[src/rtl/mips_ctrl_pkg.sv]
// Shared types and encodings for the multi-cycle MIPS control FSM.
package mips_ctrl_pkg;

    localparam int unsigned OPC_W    = 6;
    localparam int unsigned FUNCT_W  = 6;
    localparam int unsigned STATE_W  = 3;
    localparam int unsigned ALU_OP_W = 4;

    typedef enum logic [STATE_W-1:0] {
        ST_FETCH  = 3'd0,
        ST_DECODE = 3'd1,
        ST_EXEC   = 3'd2,
        ST_MEM    = 3'd3,
        ST_WB     = 3'd4,
        ST_TRAP   = 3'd5
    } state_t;

    typedef enum logic [2:0] {
        CL_NONE = 3'd0,
        CL_R    = 3'd1,
        CL_IALU = 3'd2,
        CL_LW   = 3'd3,
        CL_SW   = 3'd4,
        CL_BEQ  = 3'd5,
        CL_BNE  = 3'd6,
        CL_J    = 3'd7
    } class_t;

    localparam logic [OPC_W-1:0] OP_R     = 6'h00;
    localparam logic [OPC_W-1:0] OP_J     = 6'h02;
    localparam logic [OPC_W-1:0] OP_BEQ   = 6'h04;
    localparam logic [OPC_W-1:0] OP_BNE   = 6'h05;
    localparam logic [OPC_W-1:0] OP_ADDI  = 6'h08;
    localparam logic [OPC_W-1:0] OP_ADDIU = 6'h09;
    localparam logic [OPC_W-1:0] OP_SLTI  = 6'h0A;
    localparam logic [OPC_W-1:0] OP_ANDI  = 6'h0C;
    localparam logic [OPC_W-1:0] OP_ORI   = 6'h0D;
    localparam logic [OPC_W-1:0] OP_LW    = 6'h23;
    localparam logic [OPC_W-1:0] OP_SW    = 6'h2B;

    localparam logic [FUNCT_W-1:0] FN_ADD  = 6'h20;
    localparam logic [FUNCT_W-1:0] FN_ADDU = 6'h21;
    localparam logic [FUNCT_W-1:0] FN_SUB  = 6'h22;
    localparam logic [FUNCT_W-1:0] FN_SUBU = 6'h23;
    localparam logic [FUNCT_W-1:0] FN_AND  = 6'h24;
    localparam logic [FUNCT_W-1:0] FN_OR   = 6'h25;
    localparam logic [FUNCT_W-1:0] FN_NOR  = 6'h27;
    localparam logic [FUNCT_W-1:0] FN_SLT  = 6'h2A;

    localparam logic [ALU_OP_W-1:0] ALU_AND = 4'b0000;
    localparam logic [ALU_OP_W-1:0] ALU_OR  = 4'b0001;
    localparam logic [ALU_OP_W-1:0] ALU_ADD = 4'b0010;
    localparam logic [ALU_OP_W-1:0] ALU_SUB = 4'b0110;
    localparam logic [ALU_OP_W-1:0] ALU_SLT = 4'b0111;
    localparam logic [ALU_OP_W-1:0] ALU_NOR = 4'b1100;

    // Result of decoding one instruction word.
    typedef struct packed {
        class_t              cls;
        logic [ALU_OP_W-1:0] alu_code;
        logic                is_signed;
        logic                illegal;
    } dec_t;

endpackage

[src/rtl/mips_main_decoder.sv]
// Combinational opcode/funct classifier: instruction class, ALU op, extend mode, illegal flag.
module mips_main_decoder
    import mips_ctrl_pkg::*;
(
    input  logic [OPC_W-1:0]   opcode,
    input  logic [FUNCT_W-1:0] funct,
    output dec_t               dec
);

    always_comb begin
        dec.cls       = CL_NONE;
        dec.alu_code  = ALU_ADD;
        dec.is_signed = 1'b0;
        dec.illegal   = 1'b0;
        case (opcode)
            OP_R: begin
                dec.cls = CL_R;
                case (funct)
                    FN_ADD, FN_ADDU: dec.alu_code = ALU_ADD;
                    FN_SUB, FN_SUBU: dec.alu_code = ALU_SUB;
                    FN_AND:          dec.alu_code = ALU_AND;
                    FN_OR:           dec.alu_code = ALU_OR;
                    FN_NOR:          dec.alu_code = ALU_NOR;
                    FN_SLT:          dec.alu_code = ALU_SLT;
                    default: begin
                        dec.cls     = CL_NONE;
                        dec.illegal = 1'b1;
                    end
                endcase
            end
            OP_LW:    begin dec.cls = CL_LW;   dec.is_signed = 1'b1; end
            OP_SW:    begin dec.cls = CL_SW;   dec.is_signed = 1'b1; end
            OP_BEQ:   begin dec.cls = CL_BEQ;  dec.is_signed = 1'b1; dec.alu_code = ALU_SUB; end
            OP_BNE:   begin dec.cls = CL_BNE;  dec.is_signed = 1'b1; dec.alu_code = ALU_SUB; end
            OP_J:           dec.cls = CL_J;
            OP_ADDI, OP_ADDIU: begin dec.cls = CL_IALU; dec.is_signed = 1'b1; end
            OP_SLTI:  begin dec.cls = CL_IALU; dec.is_signed = 1'b1; dec.alu_code = ALU_SLT; end
            OP_ANDI:  begin dec.cls = CL_IALU; dec.alu_code = ALU_AND; end
            OP_ORI:   begin dec.cls = CL_IALU; dec.alu_code = ALU_OR; end
            default:        dec.illegal = 1'b1;
        endcase
    end

endmodule

[src/rtl/mips_multicycle_ctrl.sv]
// Multi-cycle MIPS control FSM with memory-ready handshake, wait timeout and trap state.
module mips_multicycle_ctrl
    import mips_ctrl_pkg::*;
#(
    parameter int unsigned ALU_CODE_W    = 4,
    parameter int unsigned MEM_HANDSHAKE = 1,
    parameter int unsigned MEM_TIMEOUT   = 15
) (
    input  logic                  clk,
    input  logic                  rst,
    input  logic [OPC_W-1:0]      opcode,
    input  logic [FUNCT_W-1:0]    funct,
    input  logic                  zero,
    input  logic                  mem_ready,
    output logic                  pc_write,
    output logic                  ir_write,
    output logic                  reg_write,
    output logic                  mem_read,
    output logic                  mem_write,
    output logic                  is_signed,
    output logic                  reg_dst,
    output logic                  mem_to_reg,
    output logic                  jump,
    output logic                  branch,
    output logic [1:0]            alu_sel,
    output logic [ALU_CODE_W-1:0] ALU_Code,
    output logic                  instr_done,
    output logic                  fault,
    output logic [STATE_W-1:0]    state_o
);

    localparam int unsigned       CNT_W    = $clog2(MEM_TIMEOUT + 1);
    localparam logic [CNT_W-1:0]  CNT_LAST = CNT_W'(MEM_TIMEOUT - 1);

    state_t              state_q, state_d;
    logic [CNT_W-1:0]    cnt_q, cnt_d;
    class_t              cls_q;
    logic [ALU_OP_W-1:0] alu_q;
    logic                sgn_q;
    logic [ALU_OP_W-1:0] alu_code;
    dec_t                dec;
    logic                done;
    logic                waiting;
    logic                timeout;

    mips_main_decoder u_dec (
        .opcode (opcode),
        .funct  (funct),
        .dec    (dec)
    );

    assign done    = (MEM_HANDSHAKE != 0) ? mem_ready : 1'b1;
    assign waiting = ((state_q == ST_FETCH) || (state_q == ST_MEM)) && !done;
    // The wait that would take the count to MEM_TIMEOUT traps instead.
    assign timeout = waiting && (cnt_q == CNT_LAST);
    assign cnt_d   = (state_d != state_q) ? '0 :
                     (waiting ? cnt_q + CNT_W'(1) : cnt_q);

    assign ALU_Code = ALU_CODE_W'(alu_code);
    assign state_o  = state_q;

    always_ff @(posedge clk) begin
        if (!rst) begin
            state_q <= ST_FETCH;
            cnt_q   <= '0;
            cls_q   <= CL_NONE;
            alu_q   <= '0;
            sgn_q   <= 1'b0;
        end else begin
            state_q <= state_d;
            cnt_q   <= cnt_d;
            if (state_q == ST_DECODE) begin
                cls_q <= dec.cls;
                alu_q <= dec.alu_code;
                sgn_q <= dec.is_signed;
            end
        end
    end

    always_comb begin
        state_d    = state_q;
        pc_write   = 1'b0;
        ir_write   = 1'b0;
        reg_write  = 1'b0;
        mem_read   = 1'b0;
        mem_write  = 1'b0;
        is_signed  = 1'b0;
        reg_dst    = 1'b0;
        mem_to_reg = 1'b0;
        jump       = 1'b0;
        branch     = 1'b0;
        alu_sel    = 2'b00;
        alu_code   = '0;
        instr_done = 1'b0;
        fault      = 1'b0;
        case (state_q)
            ST_FETCH: begin
                mem_read = 1'b1;
                alu_sel  = 2'b10;
                alu_code = ALU_ADD;
                ir_write = done;
                pc_write = done;
                if (done)         state_d = ST_DECODE;
                else if (timeout) state_d = ST_TRAP;
            end
            ST_DECODE: begin
                if (dec.illegal) begin
                    state_d = ST_TRAP;
                end else if (dec.cls == CL_J) begin
                    jump       = 1'b1;
                    pc_write   = 1'b1;
                    instr_done = 1'b1;
                    state_d    = ST_FETCH;
                end else begin
                    state_d = ST_EXEC;
                end
            end
            ST_EXEC: begin
                is_signed = sgn_q;
                alu_code  = alu_q;
                case (cls_q)
                    CL_R:    state_d = ST_WB;
                    CL_IALU: begin alu_sel = 2'b01; state_d = ST_WB; end
                    CL_LW, CL_SW: begin alu_sel = 2'b01; state_d = ST_MEM; end
                    CL_BEQ, CL_BNE: begin
                        branch     = 1'b1;
                        instr_done = 1'b1;
                        pc_write   = (cls_q == CL_BEQ) ? zero : !zero;
                        state_d    = ST_FETCH;
                    end
                    default: state_d = ST_TRAP;
                endcase
            end
            ST_MEM: begin
                is_signed = sgn_q;
                alu_code  = alu_q;
                case (cls_q)
                    CL_LW: begin
                        mem_read = 1'b1;
                        if (done)         state_d = ST_WB;
                        else if (timeout) state_d = ST_TRAP;
                    end
                    CL_SW: begin
                        mem_write = 1'b1;
                        if (done) begin
                            instr_done = 1'b1;
                            state_d    = ST_FETCH;
                        end else if (timeout) begin
                            state_d = ST_TRAP;
                        end
                    end
                    default: state_d = ST_TRAP;
                endcase
            end
            ST_WB: begin
                is_signed  = sgn_q;
                alu_code   = alu_q;
                reg_write  = 1'b1;
                instr_done = 1'b1;
                reg_dst    = (cls_q == CL_R);
                mem_to_reg = (cls_q == CL_LW);
                state_d    = ST_FETCH;
            end
            ST_TRAP: fault = 1'b1;
            default: state_d = ST_TRAP;
        endcase
    end

endmodule
[config.mk]
export PLATFORM = sky130hd
export DESIGN_NAME = mips_multicycle_ctrl
export DESIGN_NICKNAME = d
export VERILOG_FILES = /design/src/rtl/mips_ctrl_pkg.sv /design/src/rtl/mips_main_decoder.sv /design/src/rtl/mips_multicycle_ctrl.sv
export SDC_FILE = /design/constraint.sdc
export NUM_CORES = 1
export LEC_CHECK = 0
export ABC_AREA = 1
export CAP_MARGIN = 10
export CORE_MARGIN = 4
export CORE_UTILIZATION = 40
export CTS_CLUSTER_SIZE = 16
export DETAILED_ROUTE_END_ITERATION = 6
export PLACE_DENSITY = 0.76
export SYNTH_ARGS = -nofsm -noshare
export SYNTH_HDL_FRONTEND = slang
export SYNTH_SLANG_ARGS = --single-unit
[constraint.sdc]
create_clock -name clk -period 2.1 [get_ports clk]
set_input_delay 0.42 -clock clk [delete_from_list [all_inputs] [get_ports clk]]
set_output_delay 0.42 -clock clk [all_outputs]
set_load 0.01 [all_outputs]
==> metrics.csv <==
stage,metric,value,unit
status,status,finished clean,
sta,post-route-min-period,2030,ps
yosys,synth_warnings,0,
sta,tns,0,ps
setup_path,worst-setup-path-type,reg -> out,
sta,max_clock_freq,493,MHz
setup_path,crit_path_start,state_o[1]$_SDFF_PN0_,
global_routing,grtUsageMet1,21.1,%
yosys,synth_cell_types,31,
min_path,min_from,alu_q[2]$_SDFFE_PN0P_,
placed_design,hpwlAfterDp,3010,um
setup_path,worstRegToRegCells,14,
yosys,synth_most_common_cell,inv_1,
min_path,min_path_type,reg -> reg,
global_routing,grt_usage,18.7,%
global_routing,grt_max_degree,11,
setup_path,reg2reg_to,cnt_q[0]$_SDFFE_PP0P_,
sta,worst_hold_slack,490,ps
die,initial_core_util,42.6,%
die,die-area,4290,sq um
setup_path,required,1680,ps
drt,viasPerCell,4.87,
sta,hold_viol_final,0,
placed_design,numPortBuffers,36,
clocking,clockBufferDepth,2,
yosys,syn_area,1320,sq um
drt,num_vias,1680,
placed_design,place_area,2030,sq um
sta,clock_skew,0.613,ps
yosys,ys_top_cells_by_area,"dfxtp_1 (23%), inv_1 (10%), nor2_1 (9.6%), nand2_1 (8.5%), a21oi_1 (5.7%)",
layout,area_growth,61.9,%
global_routing,antenna_found_initial,0,
drt,avgRoutedWirePerCell,11.4,um
setup_path,r2r_start,state_o[2]$_SDFF_PN0_,
yosys,synth-edff-count,0,
yosys,ys_seq_elements,15,
sta,slew_viol_final,0,
yosys,synth_commonest_cells,"inv_1 (36), nor2_1 (34), nand2_1 (30)",
die,pin_count,37,
yosys,async_flop_share,0,%
global_routing,grt_pass1_wl,6430,um
power_and_ir_drop,cellLeakagePower,1.08,nW
min_path,min_to,alu_q[2]$_SDFFE_PN0P_,
clocking,root_buffer,clkbuf_4,
yosys,yosysTopAreaCell,dfxtp_1,
global_routing,grt_pass1_vias,1551,
clocking,clkLatencyLatePin,290,ps
power_and_ir_drop,peakVddDrop,198,uV
yosys,syn-num-nets,237,
global_routing,grt_use_met2,35.8,%
power_and_ir_drop,cellPowerDensity,473,nW/um^2
yosys,synth_ff_type,dfxtp_1,
clocking,cts_tree,yes,
global_routing,busiest_layer,met2,
clocking,path_clk_slew,90,ps
job,maxCapViolCount,0,
clocking,clock-sinks,15,
die,placementRows,20,
yosys,synth.top_cell.area_share,22.7,%
setup_path,r2r_slack,320,ps
sta,fin_crit_sh,96.7,%
setup_path,slowest_stage,clkdlybuf4s50_1,
setup_path,start_kind,flop,
setup_path,arrival,1610,ps
drt,wl,3940,um
global_routing,grt-ovfl-total,0,
clocking,h-tree-depth,1,
clocking,cts_buffers,3,
setup_path,endpoint_kind,output port,
layout,drive_gt1_share,33.2,%
die,chipHeight,65.5,um
min_path,hold_depth,2,
layout,final_area,2140,sq um
sta,slew-limit-headroom,75.2,%
layout,diodes,0,
drt,dr.pass1.iters,4,
sta,worst_slew_pin_slew,367,ps
die,die_x,65.5,um
drt,drtAntennaViolNets,0,
clocking,holdBufCountCts,0,
layout,layout.nets,324,
drt,drt_iter0_markers,98,
setup_path,max_stage_delay,520,ps
die,coreArea,3100,sq um
sta,finalSetupViolCount,0,
global_routing,grtUsageMet3,1.20,%
yosys,syn_area_per_cell,6.15,sq um
yosys,ys_seq_area_share,22.7,%
setup_path,crit_chain,nor2_4 -> nand2_2 -> inv_4 -> buf_4 -> clkdlybuf4s50_1,
placed_design,place_congestion,0.894,
yosys,netlist_instances,215,
drt,drc,0,
setup_path,critPathMaxFanout,5,
-- registers in the layout, indices dropped and copies added, names as in the netlist --
name / cells
alu_q: 4
cls_q: 3
cnt_q: 4
sgn_q: 1
state_o: 3
-- power by group --
| group | internal, mW | switching, mW | total, mW |
|---|---|---|---|
| logic | 0.241 | 0.258 | 0.498 |
| registers | 0.318 | 0.0298 | 0.348 |
| clock network | 0.0709 | 0.0944 | 0.165 |
| total | 0.630 | 0.382 | 1.01 |
-- final cells by class --
cell class / count / area [sq um]
Fill cell: 299 / 962
Multi-Input combinational cell: 157 / 908
Timing Repair Buffer: 83 / 682
Sequential cell: 15 / 307
Inverter: 42 / 161
Tap cell: 44 / 55.1
Clock buffer: 3 / 22.5
Clock inverter: 1 / 5.00
-- worst max path at each step --
stage                endpoint  slack, ps  cells past startpoint
floorplan            pc_write        380                      6
global placement         jump       -580                      9
CTS                      jump        -40                      8
detailed placement       jump       -630                      9
finish              reg_write         70                      5
global route             jump        -40                      8
-- placed cells by master, fill, tap and decap left out, types with 8 or more instances in the layout --
cell,Yosys,final
buf_4,0,46
inv_1,36,35
nand2_1,30,28
nor2_1,34,28
a21oi_1,15,15
dlygate4sd2_1,0,15
nor2_2,7,12
nand3_1,15,12
dfxtp_1,15,10
nand2_2,6,8
clkdlybuf4s50_1,0,8
-- worst max-delay path, delay by kind of cell (launching register included) --
kind / cells / cell delay [ps]
and+or+nand+nor: 2 / 240
DFF: 1 / 360
buffers and inverters: 3 / 720
-- stage by stage --
stage / cells / utilization, % / total power, mW / setup slack (ps)
after global routing: 345 / 69.0 / 1.10 / -42.4
after floorplan: 215 / - / 0.586 / 382
after CTS: 342 / 67.3 / 1.01 / -37.1
final: 345 / 69.0 / 1.01 / 70.2
after global placement: 333 / 65.3 / 0.830 / -580
after detailed placement: 333 / 65.3 / 0.840 / -632
-- cells by family (layout without fill, tap and decap cells) --
| logic type | count (synthesis) | after routing | synth area share (%) |
|---|---|---|---|
| AND/OR/NAND/NOR | 110 | 110 | 39.7 |
| buffers and inverters | 43 | 129 | 12.4 |
| AO/OA/AOI/OAI | 37 | 37 | 16.8 |
| flip-flops | 15 | 15 | 22.7 |
| adder cells (fa/ha/maj) | 6 | 6 | 5.68 |
| XOR/XNOR | 4 | 4 | 2.65 |
-- per-layer routing --
metal,share of wire (%),up-vias
li1,-,881
met1,42,751
met2,52,41
met3,4.1,7
met4,2.2,0
met5,0,-
-- what timing repair did --
item                       CTS  global route
buffers inserted             5             3
resized for setup           44            24
setup endpoints to repair   16             4
pin swaps                    6             9
Note: power is estimated with default switching activity, not from simulation.
==> variant 1 (same flow settings) <==
`FUNCT_W`: 6 -> 12.
--- a/src/rtl/mips_ctrl_pkg.sv
+++ b/src/rtl/mips_ctrl_pkg.sv
@@ -3,5 +3,5 @@
 
     localparam int unsigned OPC_W    = 6;
-    localparam int unsigned FUNCT_W  = 6;
+    localparam int unsigned FUNCT_W  = 12;
     localparam int unsigned STATE_W  = 3;
     localparam int unsigned ALU_OP_W = 4;
Interface: changed (resized funct); port bits go from 37 to 43. No check against the original RTL was run, so the function may have changed too.
==> variant 1 against the unedited design <==
- final cell count rose by 0.58%
- sequential share of layout area rose by 0.27 points
- combinational power fell by 16%
- power fell by 9.0%
- area after synthesis rose by 3.1%
- design area fell by 3.0%
- non-clock buffer count fell by 13
- global-route usage fell by 1.2 points
- sequential cell count did not move
- setup slack got worse by 42 ps
- sequential power fell by 3%
- routed wire length fell by 9.3%
==> variant 1: results (changes against the unedited design) <==
largest cells by area after synthesis: dfxtp_1 22%, inv_1 11%, nand2_1 11%, nor2_1 10%, nand3_1 8.1%
Syn Nets: 257 (+8.4%)
placed cells: 343 (+3.0%)
R2R cell count: 13 (-1)
Setup Skew: 7.74 ps (+7.13 ps)
share of flip-flops with an asynchronous set or reset: 0% (unchanged)
initial antenna violation count: 0 (unchanged)
worst hold stages: 2 (unchanged)
Distinct cells, synth: 28 (-9.7%)
number of global-route vias before repair: 1553 (+0.13%)
setup slack at placement: -447 ps (+185 ps)
clock insertion delay at the later pin of the skew report: 290 ps (about the same)
dpl hpwl: 3.12 mm (+3.4%)
Net count, final: 332 (+2.5%)
Peak VDD IR: 0.000193 V (-2.7%)
Vias/cell: 4.77 (-2.1%)
H-tree Lvls: 1 (unchanged)
Clock Tree Buf Depth: 2 (unchanged)
Static Leak: 1.02 nW (-5.2%)
global placer's final weighted congestion: 0.842 (-5.8%)
# diodes: 0 (unchanged)
FILL cells: 305 (+2.0%)
CP startpoint: state_o[1]$_SDFF_PN0_
CTS buffer count: 3 (unchanged)
placed inst area: 2050 um^2 (+1.2%)
status: completed
1st-iter DRT viols: 69 (-30%)
Ys Warns: 0 (unchanged)
Reg clk slew, reported paths: 90 ps (about the same)
drt pass-1 iters: 4 (unchanged)
Tightest Pin Transition: 275 ps (-92.0 ps)
r2r startpoint: cls_q[0]$_SDFFE_PN0P_
postcts setup bufs: 0 (-5)
Post-synth top cells: 41 x inv_1, 40 x nand2_1, 38 x nor2_1
Final Non-Filler Cells: 347 (+0.58%)
WL/cell: 10.3 um (-9.8%)
GR Util All Layers: 17.5% (-1.2 points)
worst hold start: alu_q[3]$_SDFFE_PN0P_
port buffer count: 42 (+17%)
Clock Tree Root: clkbuf_4
dominant synthesized flop cell: dfxtp_1
Post-Synthesis Cells: 229 (+6.5%)
DRC viols: 0 (unchanged)
Hold Path Class: reg -> reg
post-synthesis sequential area ratio: 22.0% (-0.69 points)
pin count of the biggest net entering global routing: 10 (-1)
arrival time worst endpoint: 1650 ps (+40 ps)
first-pass GRT wire length: 6.14 mm (-4.5%)
Crit Path Max Fanout: 4 (-1)
Largest regs: alu_q (4), cnt_q (4)
share of layout cells above drive strength 1: 22.8% (-10 points)
[variant 1: cell types whose count changed after synthesis, moves of 3 or more]
| cell | before | now |
|---|---|---|
| o21ai_0 | 8 | 11 |
| nand3_1 | 15 | 22 |
| nor3_1 | 5 | 1 |
| nor2_1 | 34 | 38 |
| nand2_1 | 30 | 40 |
| inv_1 | 36 | 41 |
| a31oi_1 | 3 | 0 |
[variant 1: power by group]
part / internal [mW] / switching (mW)
clock network: 0.0709 / 0.0951
registers: 0.311 / 0.0246
logic: 0.196 / 0.223
[variant 1: final timing paths]
kind              slack (ps)                     to
hold / removal           470  alu_q[3]$_SDFFE_PN0P_
hold reg to reg          470  alu_q[3]$_SDFFE_PN0P_
setup / recovery          30              reg_write
setup reg to reg         330  cnt_q[0]$_SDFFE_PP0P_
[variant 1: layout make-up]
cell class	count	area, um^2	share of cell area, %
well taps	44	55.1	2.65
inverters	47	176	8.50
flip-flops and latches	15	303	14.6
clock buffers	3	22.5	1.08
multi-input cells	167	917	44.2
clock inverters	1	5.00	0.241
repair buffers	70	597	28.8
[variant 1: cells by family (layout without fill, tap and decap cells)]
kind of cell / Yosys count / count (layout) / share of synthesized area [%]
buffers and inverters: 47 / 121 / 12.9
AO/OA/AOI/OAI: 36 / 36 / 15.8
flip-flops: 15 / 15 / 22.0
XOR/XNOR: 4 / 4 / 2.57
AND/OR/NAND/NOR: 121 / 121 / 41.2
adder cells (fa/ha/maj): 6 / 6 / 5.50
[variant 1: routing by layer]
metal	GRT usage (%)	vias up	wire length, um
li1	-	884	-
met1	19.9	721	1550
met2	33.5	47	1820
met3	2.04	3	185
met4	5.33	0	26
met5	0	-	0
[variant 1: through the flow]
stage               utilization (%)  setup TNS (ps)
finish                         65.8               0
global route                   65.8           -50.8
CTS                            65.6               0
detailed placement             65.0           -1400
global placement               65.0           -1210
floorplan                         -               0
[variant 1: critical path, cell delays in order, from the launching register on]
cell             delay, ps
dfxtp_2                350
nor2_2                 150
inv_1                   80
nor2_2                 120
buf_4                  140
clkdlybuf4s50_1        530
[variant 1: timing repair]
action                                  CTS  global route
endpoints found under the setup margin   16             7
gates cloned                              0             0
gates resized for setup                  32             8
pin swaps                                 3             4
==> variant 2 (same flow settings) <==
Without the edit above. Make the reset (`rst`) asynchronous in one clocked block.
--- a/src/rtl/mips_multicycle_ctrl.sv
+++ b/src/rtl/mips_multicycle_ctrl.sv
@@ -60,5 +60,5 @@
     assign state_o  = state_q;
 
-    always_ff @(posedge clk) begin
+    always_ff @(posedge clk or negedge rst) begin
         if (!rst) begin
             state_q <= ST_FETCH;
Check against the original RTL: differs if rst is asserted again (counterexample within 4 cycles, from zero or initial values and one cycle with rst low); with rst held inactive, the same outputs for 10 cycles.
==> variant 2 against the unedited design <==
- routed wire length is 8.9% higher
- sequential cell count stayed put
- highest routed layer unchanged
- setup slack worse by 41 ps
- design area is 17% higher
- area after synthesis is 11% higher
- count of clock-buffer cells in the layout stayed put
Power is not compared: it rests on default switching activity, and its combinational part moved more than twofold at a synthesized area within 25%.
==> variant 2: results (changes against the unedited design) <==
status: completed
multi-input logic area: 1040 um^2 (+15%)
share of layout cells above drive strength 1: 41.1% (+7.9 points)
register area: 378 um^2 (+23%)
GR Util All Layers: 19.5% (+0.77 points)
slowest stage delay, CP: 410 ps (-110 ps)
Finished Cell Area: 2510 um^2 (+17%)
r2r startpoint: cls_q[0]$_DFFE_PN0P_
arrival time worst endpoint: 1650 ps (+40 ps)
clock insertion delay at the later pin of the skew report: 250 ps (-40 ps)
pin count of the biggest net entering global routing: 16 (+5)
FILL cells: 280 (-6.4%)
first-pass GRT wire length: 6.94 mm (+7.9%)
WL final: 4.29 mm (+8.9%)
number of global-route vias before repair: 1684 (+8.6%)
Inverters, non-clock: 44 (+4.8%)
Clock Tree Root: clkbuf_8
setup slack at placement: -687 ps (-54.7 ps)
period utilisation layout: 98.6% (+2.0 points)
Syn Nets: 239 (+0.84%)
Clock-cell share: 1.84% (+0.56 points)
Reg clk slew, reported paths: 60 ps (-30 ps)
hold worst-path end: sgn_q$_DFFE_PN0P_
postcts setup bufs: 7 (+2)
post-synthesis sequential area ratio: 25.6% (+2.8 points)
worst hold start: sgn_q$_DFFE_PN0P_
CP startpoint: funct[4]
1st-iter DRT viols: 64 (-35%)
Non-Clock Buffer Area Fraction: 32.7% (+0.82 points)
M1 wire length: 1.75 mm (+4.8%)
Met3 Wirelength: 175 um (+9.4%)
met2 wire length: 2.24 mm (+10%)
Crit Path Max Fanout: 3 (-2)
die width: 68.6 um (+4.7%)
==> variant 2: changes by cell type after synthesis, moves of 3 or more <==
cell	unedited run	this run
a21oi_1	15	7
dfrtp_1	0	15
dfxtp_1	15	0
inv_1	36	39
nand2_1	30	40
nand2_2	6	3
nand2_4	0	5
nand3_1	15	12
nor2_1	34	31
==> variant 2: kinds of logic after synthesis <==
logic type / count (synthesis) / synth area share, %
AO/OA/AOI/OAI: 29 / 11.8
XOR/XNOR: 4 / 2.39
adder cells (fa/ha/maj): 6 / 5.11
buffers and inverters: 45 / 11.5
flip-flops: 15 / 25.6
AND/OR/NAND/NOR: 118 / 43.6
==> variant 2: metal layers <==
layer	up-vias	global-route usage, %
li1	901	-
met1	781	21.8
met2	43	36.4
met3	13	1.94
met4	0	9.18
met5	-	0
==> variant 2: power by group <==
part	internal, mW	switching [mW]	total [mW]
combinational	0.0820	0.0772	0.159
clock	0.132	0.107	0.239
sequential	0.290	0.000724	0.291
